[config.mk]
export PLATFORM = sky130hd
export DESIGN_NAME = i2c_wb_sequencer
export DESIGN_NICKNAME = d
export VERILOG_FILES = /design/src/rtl/i2c_seq_pkg.sv /design/src/rtl/wb_master_port.sv /design/src/rtl/i2c_wb_sequencer.sv
export SDC_FILE = /design/constraint.sdc
export NUM_CORES = 1
export LEC_CHECK = 0
export ABC_AREA = 1
export CORE_ASPECT_RATIO = 1.75
export CORE_UTILIZATION = 58
export CTS_BUF_LIST = sky130_fd_sc_hd__clkbuf_8
export DETAILED_ROUTE_END_ITERATION = 8
export PLACE_DENSITY = 0.95
export SETUP_SLACK_MARGIN = 0.4
export SKIP_LAST_GASP = 1
export SYNTH_ARGS = -nofsm -noshare
export SYNTH_HDL_FRONTEND = slang
export SYNTH_SLANG_ARGS = --single-unit
[constraint.sdc]
create_clock -name clk_i -period 3.05 [get_ports clk_i]
set_input_delay 0.61 -clock clk_i [delete_from_list [all_inputs] [get_ports clk_i]]
set_output_delay 0.61 -clock clk_i [all_outputs]
set_load 0.02 [all_outputs]
[src/rtl/i2c_seq_pkg.sv]
// i2c_seq_pkg: IICMB register map, command codes, CMDR status bits and sequencer types.
package i2c_seq_pkg;
    localparam logic [1:0] ADR_CSR  = 2'd0;
    localparam logic [1:0] ADR_DPR  = 2'd1;
    localparam logic [1:0] ADR_CMDR = 2'd2;
    localparam logic [1:0] ADR_FSMR = 2'd3;
    localparam logic [2:0] CMD_WRITE    = 3'b001;
    localparam logic [2:0] CMD_READ_ACK = 3'b010;
    localparam logic [2:0] CMD_READ_NAK = 3'b011;
    localparam logic [2:0] CMD_START    = 3'b100;
    localparam logic [2:0] CMD_STOP     = 3'b101;
    localparam logic [2:0] CMD_SET_BUS  = 3'b110;
    localparam logic [7:0] CSR_ON  = 8'hC0;
    localparam logic [7:0] CSR_OFF = 8'h00;
    localparam int ST_DON = 7;
    localparam int ST_NAK = 6;
    localparam int ST_AL  = 5;
    localparam int ST_ERR = 4;
    typedef enum logic [1:0] {ERR_OK, ERR_NAK, ERR_AL, ERR_CMD} err_e;
    typedef enum logic [4:0] {
        S_INIT, S_IDLE, S_BUS_DPR, S_BUS_CMD, S_START, S_ADDR_DPR, S_ADDR_CMD,
        S_WR_WAIT, S_WR_DPR, S_WR_CMD, S_RD_CMD, S_RD_DPR, S_RD_OUT,
        S_STOP, S_WAIT_IRQ, S_STAT, S_DONE, S_TO_OFF, S_TO_ON
    } state_e;
endpackage

[src/rtl/wb_master_port.sv]
// wb_master_port: single outstanding Wishbone transfer; o_done pulses the cycle after ack with o_rdata valid.
module wb_master_port #(
    parameter int AW = 2,
    parameter int DW = 8
) (
    input  logic          clk_i,
    input  logic          rst_ni,
    input  logic          i_start,
    input  logic          i_we,
    input  logic [AW-1:0] i_adr,
    input  logic [DW-1:0] i_dat,
    output logic          o_done,
    output logic [DW-1:0] o_rdata,
    output logic          o_cyc,
    output logic          o_stb,
    output logic          o_we,
    output logic [AW-1:0] o_adr,
    output logic [DW-1:0] o_dat,
    input  logic [DW-1:0] i_wb_dat,
    input  logic          i_ack
);
    logic          r_cyc, r_we, r_done;
    logic [AW-1:0] r_adr;
    logic [DW-1:0] r_dat, r_rdata;

    always_ff @(posedge clk_i or negedge rst_ni) begin
        if (!rst_ni) begin
            r_cyc   <= 1'b0;
            r_we    <= 1'b0;
            r_done  <= 1'b0;
            r_adr   <= '0;
            r_dat   <= '0;
            r_rdata <= '0;
        end else begin
            r_done <= r_cyc & i_ack;
            if (r_cyc && i_ack) begin
                r_cyc   <= 1'b0;
                r_we    <= 1'b0;
                r_rdata <= i_wb_dat;
            end else if (!r_cyc && i_start) begin
                r_cyc <= 1'b1;
                r_we  <= i_we;
                r_adr <= i_adr;
                r_dat <= i_dat;
            end
        end
    end

    assign o_cyc   = r_cyc;
    assign o_stb   = r_cyc;
    assign o_we    = r_we;
    assign o_adr   = r_adr;
    assign o_dat   = r_dat;
    assign o_done  = r_done;
    assign o_rdata = r_rdata;
endmodule

[src/rtl/i2c_wb_sequencer.sv]
// i2c_wb_sequencer: drives IICMB CSR/DPR/CMDR traffic for one I2C transaction per request.
// SEQ_TIMEOUT_EN adds an irq watchdog that resets the core and reports err=3.
module i2c_wb_sequencer
    import i2c_seq_pkg::*;
#(
    parameter int WB_ADDR_WIDTH  = 2,
    parameter int WB_DATA_WIDTH  = 8,
    parameter int I2C_ADDR_WIDTH = 7,
    parameter int LEN_WIDTH      = 7,
    parameter int IRQ_TIMEOUT    = 65535
) (
    input  logic                      clk_i,
    input  logic                      rst_ni,
    input  logic                      req_valid_i,
    output logic                      req_ready_o,
    input  logic [3:0]                req_bus_i,
    input  logic [I2C_ADDR_WIDTH-1:0] req_addr_i,
    input  logic                      req_rd_i,
    input  logic [LEN_WIDTH-1:0]      req_len_i,
    input  logic                      wdata_valid_i,
    input  logic [7:0]                wdata_i,
    output logic                      wdata_ready_o,
    output logic                      rdata_valid_o,
    output logic [7:0]                rdata_o,
    input  logic                      rdata_ready_i,
    output logic                      done_o,
    output logic [1:0]                err_o,
    output logic                      cyc_o,
    output logic                      stb_o,
    output logic                      we_o,
    output logic [WB_ADDR_WIDTH-1:0]  adr_o,
    output logic [WB_DATA_WIDTH-1:0]  dat_o,
    input  logic [WB_DATA_WIDTH-1:0]  dat_i,
    input  logic                      ack_i,
    input  logic                      irq_i
);
    localparam logic [WB_ADDR_WIDTH-1:0] A_CSR  = WB_ADDR_WIDTH'(ADR_CSR);
    localparam logic [WB_ADDR_WIDTH-1:0] A_DPR  = WB_ADDR_WIDTH'(ADR_DPR);
    localparam logic [WB_ADDR_WIDTH-1:0] A_CMDR = WB_ADDR_WIDTH'(ADR_CMDR);

    function automatic logic [WB_DATA_WIDTH-1:0] cmd(input logic [2:0] c);
        return WB_DATA_WIDTH'(c);
    endfunction

    state_e                    r_state, w_next, r_ret, w_ret;
    err_e                      r_err;
    logic [3:0]                r_bus, r_cache;
    logic                      r_cache_v, r_rd, r_pend;
    logic [I2C_ADDR_WIDTH-1:0] r_addr;
    logic [LEN_WIDTH-1:0]      r_len, r_cnt;
    logic [7:0]                r_wbyte, r_rdata;
    logic                      w_issue, w_we, w_start, w_done, w_last;
    logic [WB_ADDR_WIDTH-1:0]  w_adr;
    logic [WB_DATA_WIDTH-1:0]  w_dat, w_rdata;

`ifdef SEQ_TIMEOUT_EN
    localparam int WDOG_W = $clog2(IRQ_TIMEOUT + 1);
    logic [WDOG_W-1:0] r_wdog;
    always_ff @(posedge clk_i or negedge rst_ni) begin
        if (!rst_ni) r_wdog <= '0;
        else         r_wdog <= (r_state == S_WAIT_IRQ) ? r_wdog + 1'b1 : '0;
    end
`endif

    assign w_last  = r_cnt == LEN_WIDTH'(1);
    assign w_start = w_issue & ~r_pend;

    // Each issuing state requests one transfer and advances on its done pulse; r_ret is where WAIT_IRQ resumes.
    always_comb begin
        w_next  = r_state;
        w_ret   = r_ret;
        w_issue = 1'b0;
        w_we    = 1'b1;
        w_adr   = A_CMDR;
        w_dat   = '0;
        case (r_state)
            S_INIT:     begin w_issue = 1'b1; w_adr = A_CSR; w_dat = WB_DATA_WIDTH'(CSR_ON); if (w_done) w_next = S_IDLE; end
            S_IDLE:     if (req_valid_i) w_next = (r_cache_v && req_bus_i == r_cache) ? S_START : S_BUS_DPR;
            S_BUS_DPR:  begin w_issue = 1'b1; w_adr = A_DPR; w_dat = WB_DATA_WIDTH'(r_bus); if (w_done) w_next = S_BUS_CMD; end
            S_BUS_CMD:  begin w_issue = 1'b1; w_dat = cmd(CMD_SET_BUS); w_ret = S_START; if (w_done) w_next = S_WAIT_IRQ; end
            S_START:    begin w_issue = 1'b1; w_dat = cmd(CMD_START); w_ret = S_ADDR_DPR; if (w_done) w_next = S_WAIT_IRQ; end
            S_ADDR_DPR: begin w_issue = 1'b1; w_adr = A_DPR; w_dat = WB_DATA_WIDTH'({r_addr, r_rd}); if (w_done) w_next = S_ADDR_CMD; end
            S_ADDR_CMD: begin
                w_issue = 1'b1;
                w_dat   = cmd(CMD_WRITE);
                w_ret   = (r_len == '0) ? S_STOP : r_rd ? S_RD_CMD : S_WR_WAIT;
                if (w_done) w_next = S_WAIT_IRQ;
            end
            S_WR_WAIT:  if (wdata_valid_i) w_next = S_WR_DPR;
            S_WR_DPR:   begin w_issue = 1'b1; w_adr = A_DPR; w_dat = WB_DATA_WIDTH'(r_wbyte); if (w_done) w_next = S_WR_CMD; end
            S_WR_CMD:   begin w_issue = 1'b1; w_dat = cmd(CMD_WRITE); w_ret = w_last ? S_STOP : S_WR_WAIT; if (w_done) w_next = S_WAIT_IRQ; end
            S_RD_CMD:   begin w_issue = 1'b1; w_dat = cmd(w_last ? CMD_READ_NAK : CMD_READ_ACK); w_ret = S_RD_DPR; if (w_done) w_next = S_WAIT_IRQ; end
            S_RD_DPR:   begin w_issue = 1'b1; w_we = 1'b0; w_adr = A_DPR; if (w_done) w_next = S_RD_OUT; end
            S_RD_OUT:   if (rdata_ready_i) w_next = (r_cnt == '0) ? S_STOP : S_RD_CMD;
            S_STOP:     begin w_issue = 1'b1; w_dat = cmd(CMD_STOP); w_ret = S_DONE; if (w_done) w_next = S_WAIT_IRQ; end
            S_WAIT_IRQ: begin
                if (irq_i) w_next = S_STAT;
`ifdef SEQ_TIMEOUT_EN
                else if (r_wdog == WDOG_W'(IRQ_TIMEOUT - 1)) w_next = S_TO_OFF;
`endif
            end
            S_STAT:     begin
                w_issue = 1'b1;
                w_we    = 1'b0;
                if (w_done) w_next = (w_rdata[ST_DON] || r_ret == S_DONE) ? r_ret : w_rdata[ST_AL] ? S_DONE : S_STOP;
            end
            S_TO_OFF:   begin w_issue = 1'b1; w_adr = A_CSR; w_dat = WB_DATA_WIDTH'(CSR_OFF); if (w_done) w_next = S_TO_ON; end
            S_TO_ON:    begin w_issue = 1'b1; w_adr = A_CSR; w_dat = WB_DATA_WIDTH'(CSR_ON); if (w_done) w_next = S_DONE; end
            S_DONE:     w_next = S_IDLE;
            default:    w_next = S_INIT;
        endcase
    end

    always_ff @(posedge clk_i or negedge rst_ni) begin
        if (!rst_ni) begin
            r_state   <= S_INIT;
            r_ret     <= S_INIT;
            r_err     <= ERR_OK;
            r_pend    <= 1'b0;
            r_bus     <= '0;
            r_cache   <= '0;
            r_cache_v <= 1'b0;
            r_addr    <= '0;
            r_rd      <= 1'b0;
            r_len     <= '0;
            r_cnt     <= '0;
            r_wbyte   <= '0;
            r_rdata   <= '0;
        end else begin
            r_state <= w_next;
            r_ret   <= w_ret;
            r_pend  <= w_start | (r_pend & ~w_done);
            if (r_state == S_IDLE && req_valid_i) begin
                r_bus  <= req_bus_i;
                r_addr <= req_addr_i;
                r_rd   <= req_rd_i;
                r_len  <= req_len_i;
                r_cnt  <= req_len_i;
                r_err  <= ERR_OK;
            end
            if (r_state == S_WR_WAIT && wdata_valid_i) r_wbyte <= wdata_i;
            if ((r_state == S_WR_CMD || r_state == S_RD_DPR) && w_done) r_cnt <= r_cnt - 1'b1;
            if (r_state == S_RD_DPR && w_done) r_rdata <= w_rdata[7:0];
            // First failure wins so a later STOP status cannot mask the original cause.
            if (r_state == S_STAT && w_done && !w_rdata[ST_DON] && r_err == ERR_OK)
                r_err <= w_rdata[ST_AL] ? ERR_AL : w_rdata[ST_NAK] ? ERR_NAK : ERR_CMD;
            if (r_state == S_TO_OFF) r_err <= ERR_CMD;
            if (r_state == S_DONE) begin
                r_cache_v <= r_err == ERR_OK;
                r_cache   <= r_bus;
            end
        end
    end

    wb_master_port #(.AW(WB_ADDR_WIDTH), .DW(WB_DATA_WIDTH)) u_wb (
        .clk_i    (clk_i),
        .rst_ni   (rst_ni),
        .i_start  (w_start),
        .i_we     (w_we),
        .i_adr    (w_adr),
        .i_dat    (w_dat),
        .o_done   (w_done),
        .o_rdata  (w_rdata),
        .o_cyc    (cyc_o),
        .o_stb    (stb_o),
        .o_we     (we_o),
        .o_adr    (adr_o),
        .o_dat    (dat_o),
        .i_wb_dat (dat_i),
        .i_ack    (ack_i)
    );

    assign req_ready_o   = r_state == S_IDLE;
    assign wdata_ready_o = (r_state == S_WR_WAIT) & wdata_valid_i;
    assign rdata_valid_o = r_state == S_RD_OUT;
    assign rdata_o       = r_rdata;
    assign done_o        = r_state == S_DONE;
    assign err_o         = r_err;
endmodule
== Word-level counts from Yosys, hierarchy flattened ==
Index checks and enable logic that the tools add are counted.
W data, S select, Z words.
Operators by class
  reduce and logical (&&, ||, !) cells: 31
  eq/ne operators: 34
  add/subtract/negate cells: 1
  mux-type cells: 38
  bitwise operators: 8
Operators with widths (count)
  $mux W5: 15
  $pmux W8 S9: 1
  $pmux W5 S14: 1
  $eq A5 B4 Y1 const B: 8
  $pmux W5 S6: 1
  $eq A5 B3 Y1 const B: 4
  $eq A5 B5 Y1 const B: 4
  $ne A2 B1 Y1 const B: 10
  $logic_not A7 Y1: 2
  $mux W7: 2
  $reduce_or A14 Y1: 1
  $reduce_and A13 Y1: 1
  $mux W4: 3
  $eq A5 B2 Y1 const B: 2
  $logic_and A1 B1 Y1: 10
  $mux W2: 5
  $eq A7 B1 Y1 const B: 1
  $mux W1: 7
  $sub A7 B1 Y7 const B: 1
  $mux W3: 2
  $ne A2 B2 Y1 const B: 3
  $reduce_bool A6 Y1: 1
  $reduce_or A2 Y1: 3
  $reduce_or A6 Y1: 1
  other kinds (15): 23
Word-level totals
  register bits: 81
  logic and storage cells: 131
  output and inout port bits: 27
  input port bits: 42

== Logic depth before layout (Yosys ltp) ==
Gate-level depths: netlist (run 1).
  word-level depth: 7
  gate-level depth with buffers: 13
  mapped depth without buffers: 12

== Modules after synthesis ==
A second synthesis (run 1) with hierarchy kept.
Second synthesis, totals
  cell total of the unflattened synthesis: 549
  area, all modules: 4151.5 µm²
Modules (own cells, without submodules)
  i2c_wb_sequencer: times used 1, seq. area each 1501.4 µm², area an instance 3343.2 µm², cells an instance 461
  wb_master_port: times used 1, seq. area each 525.5 µm², area an instance 808.3 µm², cells an instance 88

== Worst setup path before layout (run 1) ==
No wires, ideal clock.
  kind: reg-to-output
  from: reg r_state[4]
  to: out wdata_ready_o
  buffers on the path: 2
  path slack: 1.198 ns
  data required time: 2.440 ns
  stages on the path, launching flop included: 8
  arrival: 1.242 ns
  cell sequence: dfrtp_1 -> buf_6 -> nor2_1 -> nand2_1 -> nor2_1 -> inv_2 -> nor2_4 -> buf_4
Between the ends
  word-level cells in the longest chain between the ends: 2
RTL lines
  start, declared: line i2c_wb_sequencer.sv:45  | state_e r_state, w_next, r_ret, w_ret;
  start signal, assigned: line i2c_wb_sequencer.sv:130  | r_state <= w_next;
  $eq A5 B3 Y1: line i2c_wb_sequencer.sv:174  | assign wdata_ready_o = (r_state == S_WR_WAIT) & wdata_valid_i;
  $and A1 B1 Y1: line i2c_wb_sequencer.sv:174
  end, declared: line i2c_wb_sequencer.sv:22  | output logic wdata_ready_o,
Every way passes these cells.

== Worst setup path after layout (run 1) ==
  from: reg r_state[1]
  to: out req_ready_o
Between the ends
  word-level cells in the longest chain between the ends: 1
RTL lines
  $eq A5 B1 Y1: line i2c_wb_sequencer.sv:173  | assign req_ready_o = r_state == S_IDLE;
  end, declared: line i2c_wb_sequencer.sv:15  | output logic req_ready_o,
Every way passes these cells.

==> impl_metrics.env, run 1 <==
export IMPL_die_h_um=115
export IMPL_fmax_ghz=0.388
export IMPL_grt_max_degree=82
export IMPL_clk_latency_ns=0.38
export IMPL_wl_per_cell_um=15.5
export IMPL_avgSynthCellArea_um2=8.20
export IMPL_grt_antenna_before_repair=0
export IMPL_rr_endpoint="r_cnt[5]"
export IMPL_regToRegStartpoint="r_state[1]"
export IMPL_core_area_mm2=0.00696
export IMPL_yosysTopAreaCell="dfrtp_1"
export IMPL_grt_pass1_vias=3798
export IMPL_fin_tns_setup_ns=0
export IMPL_io_pins=69
export IMPL_start_util_pct=60.9
export IMPL_hpwl_mm=8.03
export IMPL_critPathLaunchType="register"
export IMPL_syn_area_mm2=0.00424
export IMPL_cts_max_level=3
export IMPL_ys_types=36
export IMPL_cts_clk_slew_worst_paths_ns=0.08
export IMPL_clkSinkCount=81
export IMPL_arrival_ns=1.97
export IMPL_nets=631
export IMPL_reg2reg_depth=9
export IMPL_power_density_mw_per_mm2=1010
export IMPL_rsz0062_at_grt="false"
export IMPL_grt_pass1_wl_mm=17.2
export IMPL_syn_num_nets=562
export IMPL_fin_skew_ns=0.0159
export IMPL_rows=40
export IMPL_max_cap_violations=0
export IMPL_fin_crit_sh_pct=84.5
export IMPL_synth_edf_count=0
export IMPL_crit_fanout=6
export IMPL_io_buffers=68
export IMPL_worstMarginPinSlew_ns=0.989
export IMPL_via_per_inst=5.46
export IMPL_peakVddDrop_v=0.000597
export IMPL_hp_class="input port to asynchronous set/reset pin"
export IMPL_slew_violations=0
export IMPL_grt_remaining_overflow=0
export IMPL_route_vias_total=3678
export IMPL_cts_buffers_inserted=9
export IMPL_netlist_top_cells_area="dfrtp_1 48%, nand2_1 14%, inv_1 5.1%, o21ai_0 4.8%, nor2_1 3.3%"
export IMPL_track_usage_pct=30.3
export IMPL_final_hold_viol_count=0
export IMPL_multi_input_comb_area_mm2=0.00187
export IMPL_status="finished, final reports clean"
export IMPL_ys_top_cells_by_count="160 x nand2_1, 81 x dfrtp_1, 58 x inv_1"
export IMPL_synth_most_common_cell="nand2_1"
export IMPL_reg2reg_slack_ns=1.00
export IMPL_worstPathRequired_ns=2.44
export IMPL_yosys_most_used_dff="dfrtp_1"
export IMPL_diodes=0
export IMPL_drc=0
export IMPL_die_area_mm2=0.00767
export IMPL_yosys_warnings=0
export IMPL_p_leak_nw=2.55
export IMPL_syn_inst=517
export IMPL_ys_ff_latch=81
export IMPL_max_slew_margin_pct=34.1
export IMPL_drtIter0Drc=270
export IMPL_synth_top_area_share_pct=47.8
export IMPL_clockRootBuffer="clkbuf_8"
export IMPL_layout_drive_gt1_share_pct=14.1
export IMPL_period_minus_slack_ns=2.58
export IMPL_finalSetupViolCount=0
export IMPL_cts_setup_buffers=0
export IMPL_path_class="register to output port"
export IMPL_die_w_um=66.6
export IMPL_synth_seq_area_share_pct=47.8
export IMPL_async_flop_share_pct=100
export IMPL_setup_ws_ns=0.473
export IMPL_cts_max_path_buffers=2
export IMPL_place_ws_ns=0.507
export IMPL_n_fill_cell=531
export IMPL_place_congestion=0.978
export IMPL_antenna_left=0
export IMPL_area_growth_pct=21.4
export IMPL_area_sequential_mm2=0.00203
export IMPL_drtPass1Iterations=5
export IMPL_drt_total_wl_mm=10.5
export IMPL_cts_tree="done"
export IMPL_end_kind="output port"
kinds of logic after synthesis:
| kind of cell | after synthesis | synth area share [%] |
|---|---|---|
| AND/OR/NAND/NOR | 263 | 28.8 |
| AO/OA/AOI/OAI | 79 | 11.1 |
| multiplexers | 10 | 2.66 |
| buffers and inverters | 78 | 8.12 |
| adder cells (fa/ha/maj) | 3 | 0.886 |
| XOR/XNOR | 3 | 0.620 |
| flip-flops | 81 | 47.8 |
per-stage QoR:
step | total power [mW] | std cells | utilization (%) | hold WS, ns | area, um2
after floorplan | 3.63 | 517 | - | 0.314 | 4240
after global placement | 4.30 | 659 | 71.0 | 0.459 | 4940
after detailed placement | 4.42 | 659 | 71.0 | 0.470 | 4940
after CTS | 5.22 | 674 | 73.9 | 0.426 | 5140
after global routing | 5.60 | 674 | 74.0 | 0.492 | 5140
final | 5.22 | 674 | 74.0 | 0.393 | 5140
worst max-delay path by stage:
stage / startpoint / end
after detailed placement: wdata_valid_i / wdata_ready_o
final: r_state[1] / req_ready_o
after floorplan: r_state[4] / wdata_ready_o
after global routing: r_state[1] / req_ready_o
after global placement: wdata_valid_i / wdata_ready_o
after CTS: r_state[0] / req_ready_o
sequential cells by signal, indices dropped and copies added, names as in the netlist, 2 cells and up:
| name | flops |
|---|---|
| err_o | 2 |
| r_addr | 7 |
| r_ret | 5 |
| r_cnt | 7 |
| r_wbyte | 8 |
| u_wb.o_dat | 8 |
| rdata_o | 8 |
| r_bus | 4 |
| u_wb.o_rdata | 8 |
| u_wb.o_adr | 2 |
| r_len | 7 |
| r_state | 5 |
| r_cache | 4 |
power breakdown:
group	internal [mW]	total, mW	switching [mW]
Clock	0.396	0.786	0.390
Combinational	0.955	2.53	1.58
Sequential	1.56	1.90	0.339
Total	2.91	5.22	2.30
cells in the final DEF, fill, tap and decap left out, drive strengths merged, types with 2 or more instances in the layout:
cell / synthesis / final
nand2: 174 / 174
dfrtp: 81 / 81
inv: 66 / 68
clkdlybuf4s50: 0 / 64
o21ai: 55 / 55
nor2: 50 / 50
nand3: 25 / 25
a21oi: 10 / 10
clkbuf: 2 / 10
mux2: 10 / 10
nand4: 7 / 7
o211ai: 6 / 6
nor3: 4 / 4
o221ai: 3 / 3
ha: 3 / 3
buf: 10 / 3
xor2: 2 / 2
nand3b: 2 / 2
dlygate4sd2: 0 / 2
clkinv: 0 / 2
worst max-delay path: stages (launching register included):
cell and delay, ns:
dfrtp_1 0.48, nor2_4 0.26, nand3_2 0.13, inv_2 0.11, clkdlybuf4s50_1 0.60
layer usage:
| layer | wire length, um | global-route usage [%] |
|---|---|---|
| met1 | 3870 | 31.0 |
| met2 | 5790 | 55.9 |
| met3 | 392 | 5.65 |
| met4 | 425 | 16.6 |
| met5 | 0 | 0 |
area by class of cell:
cell class                 instances  share of cell area (%)
sequential                        81                    39.5
multi-input combinational        358                    36.4
timing repair buffer              70                    13.5
inverter                          66                    4.86
clock buffer                      10                    2.68
tap                               84                    2.04
clock inverter                     5                    1.09
repair_timing:
action	4_1_cts	5_1_grt
gates resized for setup	5	2
setup endpoints to repair	3	2
pin swaps	0	0
hold buffers	0	0
cloned	0	0
(Power assumes the default switching activity.)
==> run 2: changes to the inputs <==
CORE_UTILIZATION = 55   (was 58)
PLACE_DENSITY = 0.92   (was 0.95)
clock period = 2.4 ns   (was 3.05 ns; I/O delays follow)
==> impl_metrics.env, run 2 (synthesis results as in run 1) <==
export IMPL_worstPathRequired_ns=1.92
export IMPL_wl_per_cell_um=15.7
export IMPL_place_ws_ns=0.121
export IMPL_status="finished, final reports clean"
export IMPL_fin_crit_sh_pct=83.6
export IMPL_pwr_share_comb_pct=50.7
export IMPL_period_minus_slack_ns=2.01
export IMPL_reg2reg_depth=11
export IMPL_rsz0062_at_grt="true"
export IMPL_cts_max_level=3
export IMPL_finalSetupViolCount=0
export IMPL_layout_common_cells="157 x nand2_1, 77 x dfrtp_1, 63 x clkdlybuf4s50_1"
export IMPL_area_growth_pct=25.8
export IMPL_nets=647
export IMPL_max_slew_margin_pct=67.5
export IMPL_final_common_cell="nand2_1"
export IMPL_setup_ws_ns=0.394
export IMPL_grt_max_degree=46
export IMPL_peakVddDrop_v=0.000709
export IMPL_clkSinkCount=81
export IMPL_cts_tree="done"
export IMPL_antenna_left=0
export IMPL_diodes=0
export IMPL_core_area_mm2=0.00751
export IMPL_grt_antenna_before_repair=0
export IMPL_fmax_ghz=0.499
export IMPL_regToRegStartpoint="r_state[4]"
export IMPL_io_buffers=68
export IMPL_clk_latency_ns=0.36
export IMPL_path_class="register to output port"
export IMPL_power_density_mw_per_mm2=1300
export IMPL_grt_remaining_overflow=0
export IMPL_via_per_inst=5.40
export IMPL_drtIter0Drc=260
export IMPL_rows=42
export IMPL_cts_buffers_inserted=9
export IMPL_hold_buffers=0
export IMPL_cts_clk_slew_worst_paths_ns=0.08
export IMPL_clock_power_share_pct=14.8
export IMPL_worstMarginPinSlew_ns=0.488
export IMPL_final_hold_viol_count=0
export IMPL_worst_hold_slack_ns=0.0763
export IMPL_grt_pass1_vias=3967
export IMPL_max_cap_violations=0
export IMPL_arrival_ns=1.53
export IMPL_reg2reg_slack_ns=0.56
export IMPL_hpwl_mm=8.10
export IMPL_cts_max_path_buffers=2
export IMPL_die_area_mm2=0.00807
export IMPL_rr_endpoint="u_wb.o_dat[3]"
export IMPL_multi_input_comb_area_mm2=0.00193
export IMPL_p_int_mw=3.86
export IMPL_critPathLaunchType="register"
export IMPL_die_w_um=68.4
export IMPL_power_total_mw=6.91
export IMPL_start_util_pct=56.4
export IMPL_io_pins=69
export IMPL_clockRootBuffer="clkbuf_8"
export IMPL_layout_drive_gt1_share_pct=19.1
export IMPL_drtPass1Iterations=6
export IMPL_track_usage_pct=30.6
export IMPL_die_h_um=118
export IMPL_fin_skew_ns=0.00966
export IMPL_place_congestion=0.960
export IMPL_area_sequential_mm2=0.00203
export IMPL_drc=0
export IMPL_slew_violations=0
export IMPL_hp_class="input port to asynchronous set/reset pin"
export IMPL_end_kind="output port"
export IMPL_p_seq_share_pct=34.6
export IMPL_p_leak_nw=2.62
export IMPL_p_sw_share_pct=44.1
export IMPL_crit_fanout=4
export IMPL_grt_pass1_wl_mm=18.1
export IMPL_p_sw_mw=3.05
export IMPL_n_fill_cell=592
export IMPL_fin_tns_setup_ns=0
export IMPL_route_vias_total=3755
export IMPL_drt_total_wl_mm=10.9
-- run 2: cell count changes in the layout (fill, tap and decap cells not counted), sizes merged --
cell	before	now
buf	3	22
dlygate4sd2	2	0
clkdlybuf4s50	64	63
clkinv	2	3
clkinvlp	0	1
dlymetal6s2s	1	0
inv	68	67
nand3	25	26
-- run 2: area by class of cell --
| cell class | count | share of cell area (%) |
|---|---|---|
| Clock buffer | 10 | 2.58 |
| Clock inverter | 6 | 1.22 |
| Inverter | 66 | 4.69 |
| Multi-Input combinational cell | 359 | 36.3 |
| Sequential cell | 81 | 38.1 |
| Tap cell | 88 | 2.06 |
| Timing Repair Buffer | 85 | 15.1 |
-- run 2: power by group through the flow --
stage	Combinational, mW	Sequential, mW	Clock (mW)
finish	3.50	2.39	1.02
global route	3.88	2.46	1.10
floorplan	2.13	2.49	0
CTS	3.38	2.38	1.04
detailed placement	3.23	2.41	0
global placement	3.15	2.37	0
-- run 2: how the worst max path moves through the flow --
stage / startpoint / endpoint / slack [ns] / depth (start not counted)
finish: r_state[3] / wdata_ready_o / 0.39 / 6
global route: r_state[3] / wdata_ready_o / 0.31 / 6
CTS: r_state[3] / wdata_ready_o / 0.36 / 6
detailed placement: wdata_valid_i / wdata_ready_o / 0.12 / 4
global placement: wdata_valid_i / wdata_ready_o / 0.13 / 4
floorplan: r_state[4] / wdata_ready_o / 0.68 / 7
-- run 2: worst max-delay path, cell delays in order (launching register included) --
cell	delay, ns
dfrtp_2	0.45
nor2_2	0.15
nand2_2	0.12
nor2_4	0.12
inv_2	0.06
nor2_4	0.11
buf_4	0.15
-- run 2: layer usage --
| metal | part of all wire (%) | vias up | GRT usage [%] | wire [um] |
|---|---|---|---|---|
| li1 | - | 1813 | - | - |
| met1 | 37 | 1765 | 32.2 | 4010 |
| met2 | 53 | 125 | 49.4 | 5810 |
| met3 | 3.5 | 52 | 7.75 | 378 |
| met4 | 6.6 | 0 | 23.4 | 724 |
| met5 | 0 | - | 0 | 0 |
-- run 2: through the flow --
stage               utilization (%)  instance area (um2)  instances
floorplan                         -                 4240        517
global placement               66.6                 5000        669
detailed placement             66.6                 5000        669
CTS                            69.9                 5260        690
global route                   71.0                 5330        695
finish                         71.0                 5330        695
-- run 2: timing repair --
item | CTS | global route
pin swaps | 1 | 2
setup buffers | 4 | 5
endpoints found under the setup margin | 13 | 20
gates resized for setup | 26 | 11
endpoints found under the hold margin | 0 | 0
gates cloned | 1 | 0
